[src/rtl/l1_dram_arbiter_pkg.sv]
// Shared encodings for the L1 <-> DRAM arbiter: FSM states and grant owners.
// Prefixed names keep them apart from the cache-controller state tables.
package l1_dram_arbiter_pkg;

  typedef enum logic [1:0] {
    ARB_IDLE    = 2'd0,
    ARB_GRANT_I = 2'd1,
    ARB_GRANT_D = 2'd2,
    ARB_RELEASE = 2'd3
  } arb_state_e;

  typedef enum logic {
    ARB_GNT_I = 1'b0,
    ARB_GNT_D = 1'b1
  } arb_gnt_e;

  function automatic logic arb_is_grant(arb_state_e s);
    return (s == ARB_GRANT_I) || (s == ARB_GRANT_D);
  endfunction

endpackage

[src/rtl/l1_dram_arbiter_watchdog.sv]
// Grant watchdog: counts unacknowledged grant cycles and flags the last one.
// expire_o is combinational so the owner can be acked in the same cycle.
module l1_dram_arbiter_watchdog #(
  parameter int TIMEOUT = 1024
) (
  input  logic clk,
  input  logic rst,
  input  logic clr_i,
  input  logic en_i,
  output logic expire_o
);

  localparam int CW = (TIMEOUT > 2) ? $clog2(TIMEOUT) : 1;
  localparam logic [CW-1:0] LAST = CW'(TIMEOUT - 1);

  logic [CW-1:0] cnt_q, cnt_d;

  assign expire_o = en_i && (cnt_q == LAST);

  always_comb begin
    cnt_d = cnt_q;
    if (clr_i || expire_o) cnt_d = '0;
    else if (en_i)         cnt_d = cnt_q + 1'b1;
  end

  always_ff @(posedge clk) begin
    if (!rst) cnt_q <= '0;
    else      cnt_q <= cnt_d;
  end

endmodule

[src/rtl/l1_dram_arbiter.sv]
// Arbitrates the single DRAM port between I-cache and D-cache controllers.
// One owner at a time, round-robin on ties, one idle RELEASE cycle per transaction.
module l1_dram_arbiter
  import l1_dram_arbiter_pkg::*;
#(
  parameter int ADDR_W  = 32,
  parameter int LINE_W  = 256,
  parameter int TIMEOUT = 1024
) (
  input  logic              clk,
  input  logic              rst,
  input  logic              i_cs,
  input  logic              i_we,
  input  logic [ADDR_W-1:0] i_addr,
  input  logic [LINE_W-1:0] i_wdata,
  output logic              i_ack,
  input  logic              d_cs,
  input  logic              d_we,
  input  logic [ADDR_W-1:0] d_addr,
  input  logic [LINE_W-1:0] d_wdata,
  output logic              d_ack,
  output logic [LINE_W-1:0] rdata,
  output logic              dram_cs,
  output logic              dram_we,
  output logic [ADDR_W-1:0] dram_addr,
  output logic [LINE_W-1:0] dram_wdata,
  input  logic [LINE_W-1:0] dram_rdata,
  input  logic              dram_ack,
  output logic              err_timeout
);

  arb_state_e        state_q, state_d;
  arb_gnt_e          last_q, last_d;
  logic              cs_q, cs_d;
  logic              we_q, we_d;
  logic [ADDR_W-1:0] addr_q, addr_d;
  logic [LINE_W-1:0] wdata_q, wdata_d;
  logic              err_q, err_d;

  logic in_grant, wd_en, wd_clr, wd_expire, done, pick_i;

  assign in_grant = arb_is_grant(state_q);
  assign wd_en    = in_grant && !dram_ack;
  assign wd_clr   = !wd_en;
  assign done     = in_grant && (dram_ack || wd_expire);

  l1_dram_arbiter_watchdog #(.TIMEOUT(TIMEOUT)) u_wdog (
    .clk      (clk),
    .rst      (rst),
    .clr_i    (wd_clr),
    .en_i     (wd_en),
    .expire_o (wd_expire)
  );

  // Tie goes to whoever did not own the port last.
  assign pick_i = i_cs && (!d_cs || (last_q == ARB_GNT_D));

  always_comb begin
    state_d = state_q;
    last_d  = last_q;
    cs_d    = cs_q;
    we_d    = we_q;
    addr_d  = addr_q;
    wdata_d = wdata_q;
    err_d   = err_q;
    case (state_q)
      ARB_IDLE: begin
        if (i_cs || d_cs) begin
          cs_d = 1'b1;
          if (pick_i) begin
            state_d = ARB_GRANT_I;
            last_d  = ARB_GNT_I;
            we_d    = i_we;
            addr_d  = i_addr;
            wdata_d = i_wdata;
          end else begin
            state_d = ARB_GRANT_D;
            last_d  = ARB_GNT_D;
            we_d    = d_we;
            addr_d  = d_addr;
            wdata_d = d_wdata;
          end
        end
      end
      ARB_GRANT_I, ARB_GRANT_D: begin
        if (done) begin
          state_d = ARB_RELEASE;
          cs_d    = 1'b0;
          err_d   = err_q | wd_expire;
        end
      end
      ARB_RELEASE: state_d = ARB_IDLE;
      default:     state_d = ARB_IDLE;
    endcase
  end

  always_ff @(posedge clk) begin
    if (!rst) begin
      state_q <= ARB_IDLE;
      last_q  <= ARB_GNT_D;
      cs_q    <= 1'b0;
      we_q    <= 1'b0;
      addr_q  <= '0;
      wdata_q <= '0;
      err_q   <= 1'b0;
    end else begin
      state_q <= state_d;
      last_q  <= last_d;
      cs_q    <= cs_d;
      we_q    <= we_d;
      addr_q  <= addr_d;
      wdata_q <= wdata_d;
      err_q   <= err_d;
    end
  end

  // A watchdog expiry acks the owner too, so its FSM never hangs.
  assign i_ack       = (state_q == ARB_GRANT_I) && (dram_ack || wd_expire);
  assign d_ack       = (state_q == ARB_GRANT_D) && (dram_ack || wd_expire);
  assign rdata       = dram_rdata;
  assign dram_cs     = cs_q;
  assign dram_we     = we_q;
  assign dram_addr   = addr_q;
  assign dram_wdata  = wdata_q;
  assign err_timeout = err_q;

endmodule

[config.mk]
export PLATFORM = sky130hd
export DESIGN_NAME = l1_dram_arbiter
export DESIGN_NICKNAME = d
export VERILOG_FILES = /design/src/rtl/l1_dram_arbiter_pkg.sv /design/src/rtl/l1_dram_arbiter_watchdog.sv /design/src/rtl/l1_dram_arbiter.sv
export SDC_FILE = /design/constraint.sdc
export NUM_CORES = 1
export LEC_CHECK = 0
export BUFFER_PORTS_ARGS = -buffer_cell sky130_fd_sc_hd__buf_2
export CORE_AREA = 3 3 532 534
export DETAILED_ROUTE_END_ITERATION = 8
export DIE_AREA = 0 0 535 537
export PLACE_DENSITY_LB_ADDON = 0.3
export SLEW_MARGIN = 20
export SYNTH_ARGS = -nofsm -noshare
export SYNTH_HDL_FRONTEND = slang
export SYNTH_SLANG_ARGS = --single-unit
export TNS_END_PERCENT = 20
[constraint.sdc]
create_clock -name clk -period 2.3 [get_ports clk]
set_input_delay 0.115 -clock clk [delete_from_list [all_inputs] [get_ports clk]]
set_output_delay 0.115 -clock clk [all_outputs]
set_load 0.02 [all_outputs]
==> results of run 1 <==
-- Yosys cell counts, drive strengths merged (2+ instances only) --
cell and n:
buf 371, ha 5, nand4 3, o21ai 2, nand2 584, inv 5
and3 2, nor3 3, nand3 2, o21a 2, dfxtp 304, xnor2 4
xor2 4, nand2b 2, a311oi 290, nor2 303, clkbuf 44, a21oi 3
nor2b 2
-- placed cells by master, fill, tap and decap left out, drive strengths merged, types with 2 or more instances in the layout --
cell type,netlist,layout
a21oi,3,3
a311oi,290,290
and3,2,2
buf,371,971
bufinv,0,3
clkbuf,44,71
clkinv,1,6
dfxtp,304,304
diode,0,55
dlygate4sd3,0,584
ha,5,5
inv,5,10
nand2,584,584
nand2b,2,2
nand3,2,2
nand4,3,3
nor2,303,303
nor2b,2,2
nor3,3,3
o21a,2,2
o21ai,2,2
xnor2,4,4
xor2,4,4
-- flip-flops by register name, indices dropped and copies added (netlist names) --
| signal | count |
|---|---|
| dram_cs | 1 |
| last_q | 1 |
| err_timeout | 1 |
| u_wdog.cnt_q | 10 |
| state_q | 2 |
| dram_addr | 32 |
| dram_wdata | 256 |
| dram_we | 1 |
-- worst register-to-register path, stage by stage, from the launching register on --
cell,delay [ns]
dfxtp_2,0.33
inv_4,0.08
ha_4,0.15
nor2b_4,0.24
buf_12,0.21
buf_4,0.25
nor2_1,0.05
a311oi_1,0.28
dlygate4sd3_1,0.60
-- per-layer routing --
| layer | vias up | share of wire (%) | GRT usage (%) |
|---|---|---|---|
| met5 | - | 0.44 | 0.757 |
| met4 | 116 | 3.4 | 3.63 |
| met3 | 388 | 20 | 11.2 |
| met2 | 1625 | 44 | 19.9 |
| met1 | 9051 | 32 | 11.1 |
| li1 | 8878 | - | - |
-- area by class of cell --
class,count,area share (%)
Timing Repair Buffer,1561,37.9
Tap cell,3724,15.4
Antenna cell,55,0.455
Clock buffer,65,4.47
Inverter,6,0.108
Clock inverter,14,0.550
Sequential cell,304,20.1
Multi-Input combinational cell,1223,21.0
-- stage by stage --
stage	instance area (sq um)	std cells
after floorplan	15000	1948
after global placement	22300	6213
after detailed placement	22300	6213
after CTS	29800	6883
after global routing	30100	6915
final	30200	6952
-- logic make-up after synthesis --
logic type      after synthesis  share of synthesized area, %
compound gates              302                          17.5
xor+xnor                      8                         0.466
fa+ha+maj                     5                         0.416
buf+inv                     421                          17.9
flops                       304                          40.5
mux                           1                        0.0666
simple gates                907                          23.1
-- path summary, 6_finish.rpt --
path | slack [ns] | to
max | 0.04 | dram_wdata[155]
min | 0.23 | rdata[49]
max reg2reg | 0.04 | dram_wdata[155]
min reg2reg | 0.44 | u_wdog.cnt_q[0]
-- power breakdown --
part | internal (W) | total [W] | leakage (nW) | switching, W
sequential | 0.00717 | 0.00830 | 2.52 | 0.00113
clock | 0.00439 | 0.00737 | 0.753 | 0.00298
combinational | 0.00527 | 0.0136 | 9.31 | 0.00837
-- timing repair --
action,CTS,global route
hold buffers,584,0
setup buffers,7,8
pin swaps,4,3
hold endpoints to repair,303,0
gates resized for setup,18,26
setup endpoints to repair,2,65
gates cloned,0,6
==> summary.txt, run 1 <==
Run status
  – Status: finished, final reports clean

Job
  – Max cap viols: 0

Timing
  – Slew @ Worst Pin: 0.817 ns
  – Pins Over Slew Limit: 0
  – Final clock skew: 0.0146 ns
  – Hold Violations, Final: 0
  – Final setup violation count: 0
  – FMAX: 0.443 GHz
  – Final critical-path share of the clock period: 98.2%
  – Hold Slack: 0.230 ns
  – Slew HR: 45.6%
  – Worst Slack Setup Final: 0.0415 ns
  – RSZ-0062 raised after global routing: true
  – Setup TNS: 0 ns
  – Crit path time final: 2.26 ns

Min path
  – Hold_sp: dram_rdata[49]
  – Worst Hold Depth: 0
  – HP Class: primary input to primary output

Clock tree
  – Clock transition at path regs: 0.06 ns
  – CTS HTree Levels: 2
  – Clock root buffer master: clkbuf_16
  – CTS Sinks: 304
  – Cts bufs inserted: 44
  – CTS tree: built
  – Worst skew pair latency: 0.67 ns
  – CTS max path bufs: 3

Final layout
  – Layout area overhead: 101%
  – Fraction of layout cells with a size suffix above 1: 33.8%
  – Multi-input logic area: 6340 sq um
  – Final Util: 10.8%
  – Filler cell count: 32500
  – Register Area: 6090 sq um
  – Nets@finish: 3984

GRT
  – GRT Total Usage: 12.3%
  – Global route overflow: 0
  – Largest net degree at the start of global routing: 66
  – Number of global-route vias before repair: 19500
  – Initial antenna violation count: 216
  – Global-route wire length before repair: 226000 um

Critical path
  – Worst path bufs/invs: 4
  – Crit path max-delay family: buffers and inverters
  – R2R depth: 8
  – FF-to-FF Start: state_q[1]
  – Peak fanout along the critical path: 14
  – Worst path max stage delay: 0.60 ns
  – Slowest CP cell: dlygate4sd3_1
  – Worst Setup SP: state_q[1]
  – Type of the worst setup path: register to register
  – Setup crit end kind: register
  – Critical path data arrival time: 2.84 ns
  – Worst-path cell chain: inv_4 -> ha_4 -> nor2b_4 -> buf_12 -> buf_4 -> nor2_1 -> a311oi_1 -> dlygate4sd3_1
  – Critical path startpoint category: register
  – WP depth: 8
  – CP Data Required Time: 2.89 ns

Logic synthesis
  – Synth Flop Type: dfxtp_1
  – Register area share after synthesis: 40.5%
  – Post-Syn Area: 15000 sq um
  – Dominant cells by area after synthesis: dfxtp_1 (41%), a311oi_1 (17%), nand2_1 (15%)
  – Top cell type's share of synthesized area: 40.5%
  – Synth unique cells: 35
  – Post-synth EDFFs: 0
  – Syn_nets: 2792
  – Syn Area/Cell: 7.71 sq um
  – Yosys warning count: 0
  – Synth Register Bits: 304
  – Post-Syn Instances: 1948
  – Synth area leader: dfxtp_1
  – Ys async rst share: 0%

Placement
  – Place WS: 0.140 ns
  – PortBufs: 875
  – Routability congestion estimate: 0.888
  – Dpl hpwl: 166000 um

Floorplanning
  – Number of cell rows: 194
  – Die area: 287000 sq um
  – Initial Util: 5.39%
  – Ports: 1388
  – Core ar.: 279000 sq um
  – Die Span X: 535 um
  – Die extent in y: 537 um

Detailed routing
  – Wire per inst: 27.5 um
  – Via Count: 20100
  – Via density: 2.89
  – DRT Pass-1 Iters: 5
  – Iter 0 DRT Violations: 859
  – Number of routed nets with antenna violations: 0
  – Wirelength, routed: 191000 um
  – Post-route DRC: 0

Power and ir drop
  – Power Total: 0.0293 W
  – Static leakage: 12.6 nW
  – Worst vdd ir: 0.539 mV
  – Pwr Density: 969 nW/um^2
Power figures use the tool's default switching activity.
==> run 2: changes to the inputs <==
--- a/config.mk
+++ b/config.mk
@@ -5,10 +5,10 @@
 export SDC_FILE = /design/constraint.sdc
 export NUM_CORES = 1
 export LEC_CHECK = 0
-export BUFFER_PORTS_ARGS = -buffer_cell sky130_fd_sc_hd__buf_2
-export CORE_AREA = 3 3 532 534
+export CORE_AREA = 3 3 534 536
 export DETAILED_ROUTE_END_ITERATION = 8
-export DIE_AREA = 0 0 535 537
+export DIE_AREA = 0 0 537 539
+export DONT_BUFFER_PORTS = 1
 export PLACE_DENSITY_LB_ADDON = 0.3
 export SLEW_MARGIN = 20
 export SYNTH_ARGS = -nofsm -noshare
==> run 2 against run 1 <==
Routed wire length fell by 1.1%. First-iteration DRC count increased by 34%. Sequential cell count stayed put. Cell area shrank 14%. Combinational power decreased by 42%. Cell count shrank 12%. Clock power decreased by 3%. Setup slack gained 0.041 ns. Global-route usage decreased by 0.079 points. Largest power group is now sequential cells. Critical path type unchanged. Non-clock buffer count shrank 856. Via count is 15% lower.
==> summary.txt, run 2 (synthesis results as in run 1) <==
Timing
  – Final critical-path share of the clock period: 96.4% (was 98.2%)
  – RSZ-0062 raised after global routing: true (unchanged)
  – FMAX: 0.451 GHz (was 0.443 GHz)
  – Slew @ Worst Pin: 0.748 ns (was 0.817 ns)
  – Worst Slack Setup Final: 0.0826 ns (was 0.0415 ns)
  – Final setup violation count: 0 (unchanged)
  – Slew HR: 50.1% (was 45.6%)
  – Pins Over Slew Limit: 0 (unchanged)
  – Hold Slack: 0.0977 ns (was 0.230 ns)
  – Setup TNS: 0 ns (unchanged)
  – Final clock skew: 0.0455 ns (was 0.0146 ns)
  – Crit path time final: 2.22 ns (was 2.26 ns)
  – Hold Violations, Final: 0 (unchanged)

Clock tree
  – CTS Sinks: 304 (unchanged)
  – CTS HTree Levels: 2 (unchanged)
  – CTS max path bufs: 3 (unchanged)
  – Cts bufs inserted: 43 (was 44)
  – Clock root buffer master: clkbuf_16 (unchanged)
  – Clock transition at path regs: 0.07 ns (was 0.06 ns)
  – Worst skew pair latency: 0.68 ns (was 0.67 ns)
  – CTS tree: built (unchanged)

Final layout
  – Commonest non-fill, non-tap cells in the layout: dlygate4sd3_1 (625), nand2_1 (583), nor2_1 (303), dfxtp_1 (299), a311oi_1 (290) (was buf_2 (873), dlygate4sd3_1 (584), nand2_1 (582), nor2_1 (303), dfxtp_1 (301))
  – Largest register FFs: 256 (unchanged)
  – Commonest non-fill, non-tap cell in the layout: dlygate4sd3_1 (was buf_2)
  – Layout area overhead: 72.9% (was 101%)
  – Filler cell count: 32700 (was 32500)
  – Finished layout cell area: 26000 sq um (was 30200 sq um)
  – Nets@finish: 3128 (was 3984)
  – Fraction of layout cells with a size suffix above 1: 7.26% (was 33.8%)

Detailed routing
  – Wirelength, routed: 189000 um (was 191000 um)
  – Number of routed nets with antenna violations: 0 (unchanged)
  – Wire per inst: 31.0 um (was 27.5 um)
  – Iter 0 DRT Violations: 1151 (was 859)
  – DRT Pass-1 Iters: 5 (unchanged)
  – Via density: 2.79 (was 2.89)
  – Post-route DRC: 0 (unchanged)
  – Via Count: 17000 (was 20100)

Min path
  – HP Class: primary input to register (was primary input to primary output)
  – Worst Hold Depth: 5 (was 0)
  – Hold_sp: i_cs (was dram_rdata[49])
  – Hold Path End: dram_wdata[254] (was rdata[49])

Critical path
  – Critical path data arrival time: 2.80 ns (was 2.84 ns)
  – R2R depth: 7 (was 8)
  – Type of the worst setup path: register to register (unchanged)
  – Setup crit end kind: register (unchanged)
  – FF-to-FF End: dram_wdata[170] (was dram_wdata[155])
  – CP Data Required Time: 2.88 ns (was 2.89 ns)
  – FF-to-FF Start: last_q (was state_q[1])
  – Reg2reg setup slack: 0.08 ns (was 0.04 ns)
  – Critical path startpoint category: register (unchanged)
  – Worst Setup SP: last_q (was state_q[1])
  – Peak fanout along the critical path: 35 (was 14)

Floorplanning
  – Ports: 1388 (unchanged)
  – Core ar.: 281000 sq um (was 279000 sq um)
  – Number of cell rows: 195 (was 194)
  – Die extent in y: 539 um (was 537 um)
  – Initial Util: 5.34% (was 5.39%)
  – Die Span X: 537 um (was 535 um)
  – Die area: 289000 sq um (was 287000 sq um)

Run status
  – Status: finished, final reports clean (unchanged)

Placement
  – Dpl hpwl: 167000 um (was 166000 um)
  – Place WS: 0.311 ns (was 0.140 ns)
  – PortBufs: 0 (was 875)
  – Post-Place Cell Area: 17900 sq um (was 22300 sq um)
  – Routability congestion estimate: 0.822 (was 0.888)

Power and ir drop
  – Pwr Density: 1020 nW/um^2 (was 969 nW/um^2)
  – Worst vdd ir: 0.596 mV (was 0.539 mV)
  – Static leakage: 8.75 nW (was 12.6 nW)

GRT
  – Global-route wire length before repair: 220000 um (was 226000 um)
  – GRT Total Usage: 12.3% (about the same)
  – Largest net degree at the start of global routing: 71 (was 66)
  – Initial antenna violation count: 210 (was 216)
  – Global route overflow: 0 (unchanged)
  – Number of global-route vias before repair: 16400 (was 19500)

Job
  – Max cap viols: 0 (unchanged)
==> run 2: changes by cell type in the layout (fill, tap and decap cells not counted), sizes merged <==
| cell | delta |
|---|---|
| buf | -896 |
| dlygate4sd3 | +41 |
| diode | -12 |
| clkinv | +3 |
| inv | -3 |
| clkbuf | -2 |
| bufinv | -1 |
| clkinvlp | -1 |
| nand2 | +1 |
==> run 2: final cells by class <==
| cell class | count | area, sq um | area share [%] |
|---|---|---|---|
| Sequential cell | 304 | 6090 | 23.5 |
| Multi-Input combinational cell | 1224 | 6350 | 24.4 |
| Timing Repair Buffer | 705 | 7290 | 28.1 |
| Antenna cell | 43 | 108 | 0.414 |
| Clock inverter | 12 | 121 | 0.467 |
| Inverter | 6 | 35.0 | 0.135 |
| Clock buffer | 64 | 1300 | 5.00 |
| Tap cell | 3743 | 4680 | 18.0 |
==> run 2: critical path, cell delays in order, from the launching register on <==
cell and delay, ns:
dfxtp_2 0.33, nand2b_4 0.20, and2_4 0.20, buf_12 0.19
buf_16 0.22, nand2_1 0.08, a311oi_1 0.25, dlygate4sd3_1 0.58
==> run 2: metrics by stage <==
step / util (%) / instances / total power (W)
5_1_grt: 9.21 / 6076 / 0.0279
3_3_place_gp: 6.35 / 5343 / 0.0173
6_report: 9.23 / 6101 / 0.0264
3_5_place_dp: 6.35 / 5343 / 0.0175
4_1_cts: 9.11 / 6047 / 0.0265
2_1_floorplan: - / 1948 / 0.0153
==> run 2: where the power goes <==
group	switching, W	internal [W]
Clock	0.00308	0.00410
Sequential	0.00412	0.00718
Combinational	0.00450	0.00343
Total	0.0117	0.0147
==> run 2: metal layers <==
metal / GRT usage (%) / vias up / wire length [um]
met4: 3.46 / 142 / 6420
li1: - / 7134 / -
met2: 20.3 / 1572 / 86200
met3: 12.4 / 433 / 42100
met1: 9.94 / 7763 / 53300
met5: 0 / - / 905
==> run 2: timing repair <==
item,CTS,global route
setup endpoints to repair,2,42
hold buffers,625,0
cloned,0,6
endpoints found under the hold margin,304,0
resized for setup,14,17
buffers inserted,3,5
pin swaps,4,2
==> run 2: how the worst max path moves through the flow <==
stage / end / slack, ns / cells past startpoint
2_1_floorplan: u_wdog.cnt_q[9] / 0.58 / 6
3_3_place_gp: dram_wdata[0] / 0.33 / 6
3_5_place_dp: i_ack / 0.31 / 6
4_1_cts: i_ack / 0.003 / 5
5_1_grt: i_ack / -0.02 / 6
6_report: dram_wdata[170] / 0.08 / 7
==> run 3: changes to the inputs <==
==> constraint.sdc (replaced) <==
create_clock -name clk -period 2.6 [get_ports clk]
set_input_delay 0.13 -clock clk [delete_from_list [all_inputs] [get_ports clk]]
set_output_delay 0.13 -clock clk [all_outputs]
set_load 0.02 [all_outputs]
==> run 3 against run 2 <==
Setup slack better by 0.0077 ns. Non-clock buffer count is 29 lower. Clock-buffer cell count stayed put. Combinational power is 9.0% higher. Sequential power is 9.7% lower. Highest routed layer unchanged.
==> summary.txt, run 3 (synthesis results as in run 1) <==
Final layout
  – Layout area overhead: 73.1% (was 72.9%)
  – Nets@finish: 3100 (was 3128)
  – Filler cell count: 32800 (was 32700)
  – Fraction of layout cells with a size suffix above 1: 7.60% (was 7.26%)
  – Commonest non-fill, non-tap cell in the layout: dlygate4sd3_1 (unchanged)
  – Commonest non-fill, non-tap cells in the layout: dlygate4sd3_1 (600), nand2_1 (583), dfxtp_1 (304), nor2_1 (303), a311oi_1 (282) (was dlygate4sd3_1 (625), nand2_1 (583), nor2_1 (303), dfxtp_1 (299), a311oi_1 (290))
  – Largest register FFs: 256 (unchanged)
  – Finished layout cell area: 26000 sq um (about the same)

Critical path
  – Worst Setup SP: d_cs (was last_q)
  – Setup crit end kind: register (unchanged)
  – R2R depth: 9 (was 7)
  – Peak fanout along the critical path: 40 (was 35)
  – Reg2reg setup slack: 0.10 ns (was 0.08 ns)
  – Critical path startpoint category: primary input (was register)
  – Setup crit end: dram_wdata[172] (was dram_wdata[170])
  – FF-to-FF End: dram_wdata[172] (was dram_wdata[170])
  – Critical path data arrival time: 3.10 ns (was 2.80 ns)
  – CP Data Required Time: 3.20 ns (was 2.88 ns)
  – FF-to-FF Start: state_q[1] (was last_q)
  – Type of the worst setup path: primary input to register (was register to register)

GRT
  – Number of global-route vias before repair: 15900 (was 16400)
  – Initial antenna violation count: 198 (was 210)
  – GRT Total Usage: 12.3% (about the same)
  – Global-route wire length before repair: 219000 um (was 220000 um)
  – Global route overflow: 0 (unchanged)
  – Largest net degree at the start of global routing: 84 (was 71)

Placement
  – Place WS: 0.477 ns (was 0.311 ns)
  – Routability congestion estimate: 0.806 (was 0.822)
  – Post-Place Cell Area: 17600 sq um (was 17900 sq um)
  – Dpl hpwl: 166000 um (was 167000 um)
  – PortBufs: 0 (unchanged)

Floorplanning
  – Number of cell rows: 195 (unchanged)
  – Initial Util: 5.34% (unchanged)
  – Die extent in y: 539 um (unchanged)
  – Ports: 1388 (unchanged)
  – Core ar.: 281000 sq um (unchanged)
  – Die area: 289000 sq um (unchanged)
  – Die Span X: 537 um (unchanged)

Power and ir drop
  – Static leakage: 9.16 nW (was 8.75 nW)
  – Worst vdd ir: 0.562 mV (was 0.596 mV)
  – Pwr Density: 986 nW/um^2 (was 1020 nW/um^2)

Detailed routing
  – DRT Pass-1 Iters: 6 (was 5)
  – Number of routed nets with antenna violations: 0 (unchanged)
  – Iter 0 DRT Violations: 1088 (was 1151)
  – Wire per inst: 32.1 um (was 31.0 um)
  – Post-route DRC: 0 (unchanged)
  – Wirelength, routed: 195000 um (was 189000 um)
  – Via Count: 17000 (about the same)
  – Via density: 2.80 (was 2.79)

Timing
  – Slew @ Worst Pin: 0.710 ns (was 0.748 ns)
  – Final critical-path share of the clock period: 96.5%
  – Hold Violations, Final: 0 (unchanged)
  – RSZ-0062 raised after global routing: true (unchanged)
  – Crit path time final: 2.51 ns
  – Final setup violation count: 0 (unchanged)
  – Final clock skew: 0.0465 ns (was 0.0455 ns)
  – Pins Over Slew Limit: 0 (unchanged)
  – Slew HR: 52.6% (was 50.1%)
  – Worst Slack Setup Final: 0.0903 ns (was 0.0826 ns)
  – FMAX: 0.398 GHz

Min path
  – HP Class: primary input to register (unchanged)

Run status
  – Status: finished, final reports clean (unchanged)

Clock tree
  – CTS Sinks: 304 (unchanged)
  – CTS tree: built (unchanged)
  – Clock root buffer master: clkbuf_16 (unchanged)
  – Worst skew pair latency: 0.69 ns (was 0.68 ns)
  – Cts bufs inserted: 44 (was 43)
  – Clock transition at path regs: 0.08 ns (was 0.07 ns)
  – CTS max path bufs: 3 (unchanged)
  – CTS HTree Levels: 2 (unchanged)

Job
  – Max cap viols: 0 (unchanged)
## run 3: changes by cell type in the layout (fill, tap and decap cells not counted), sizes merged
| cell | before | now |
|---|---|---|
| dlygate4sd3 | 625 | 600 |
| clkbuf | 69 | 77 |
| diode | 43 | 38 |
| bufinv | 2 | 4 |
| inv | 7 | 11 |
| clkinvlp | 0 | 2 |
| clkinv | 9 | 5 |
| buf | 75 | 63 |
## run 3: power by group
part           switching (W)  leakage (nW)  internal, W
clock network        0.00285         0.763      0.00398
registers            0.00383          2.52      0.00634
logic                0.00429          5.87      0.00435
## run 3: repair_timing
item,in CTS,in global routing
endpoints found under the hold margin,304,0
setup buffers,0,20
gates cloned,0,14
setup endpoints to repair,2,204
hold buffers,600,0
gates resized for setup,4,25
pin swaps,1,7
## run 3: area by class of cell
cell class	instances	area, sq um	share of cell area, %
antenna	38	95.1	0.366
clock buffer	64	1340	5.15
clock inverter	16	223	0.857
inverter	6	30.0	0.116
multi-input combinational	1224	6360	24.5
sequential	304	6090	23.4
tap	3743	4680	18.0
timing repair buffer	676	7180	27.6
## run 3: worst min-delay path by stage
stage,depth (start not counted),slack [ns],from,endpoint
2_1_floorplan,1,0.21,rst,last_q
3_3_place_gp,1,0.22,rst,last_q
3_5_place_dp,1,0.22,rst,last_q
4_1_cts,3,0.001,d_addr[27],dram_addr[27]
5_1_grt,5,0.05,i_cs,dram_wdata[238]
6_report,5,0.10,i_cs,dram_wdata[242]
## run 3: critical path: stages
cell and delay (ns):
dlygate4sd3_1 0.58, nor2_1 0.06, dlygate4sd3_1 0.60, nor2b_4 0.15, buf_12 0.16, buf_16 0.17
buf_12 0.22, nor2_1 0.06, a311oi_1 0.30, dlygate4sd3_1 0.60
## run 3: metal layers
layer	global-route usage, %	vias up	routed length [um]	share of wire (%)
met4	3.69	148	7450	3.8
met2	20.0	1560	88000	45
met1	8.95	7770	50800	26
met3	14.4	464	47500	24
li1	-	7076	-	-
met5	0.0500	-	971	0.50
## run 3: metrics by stage
stage	utilization, %	power, W	std cells	TNS [ns]	hold slack [ns]
final	9.24	0.0256	6071	0	0.101
after global placement	6.27	0.0151	5319	0	0.220
after CTS	8.97	0.0247	5999	0	0.00129
after global routing	9.22	0.0269	6046	-0.0704	0.0494
after floorplan	-	0.0136	1948	0	0.206
after detailed placement	6.27	0.0153	5319	0	0.225
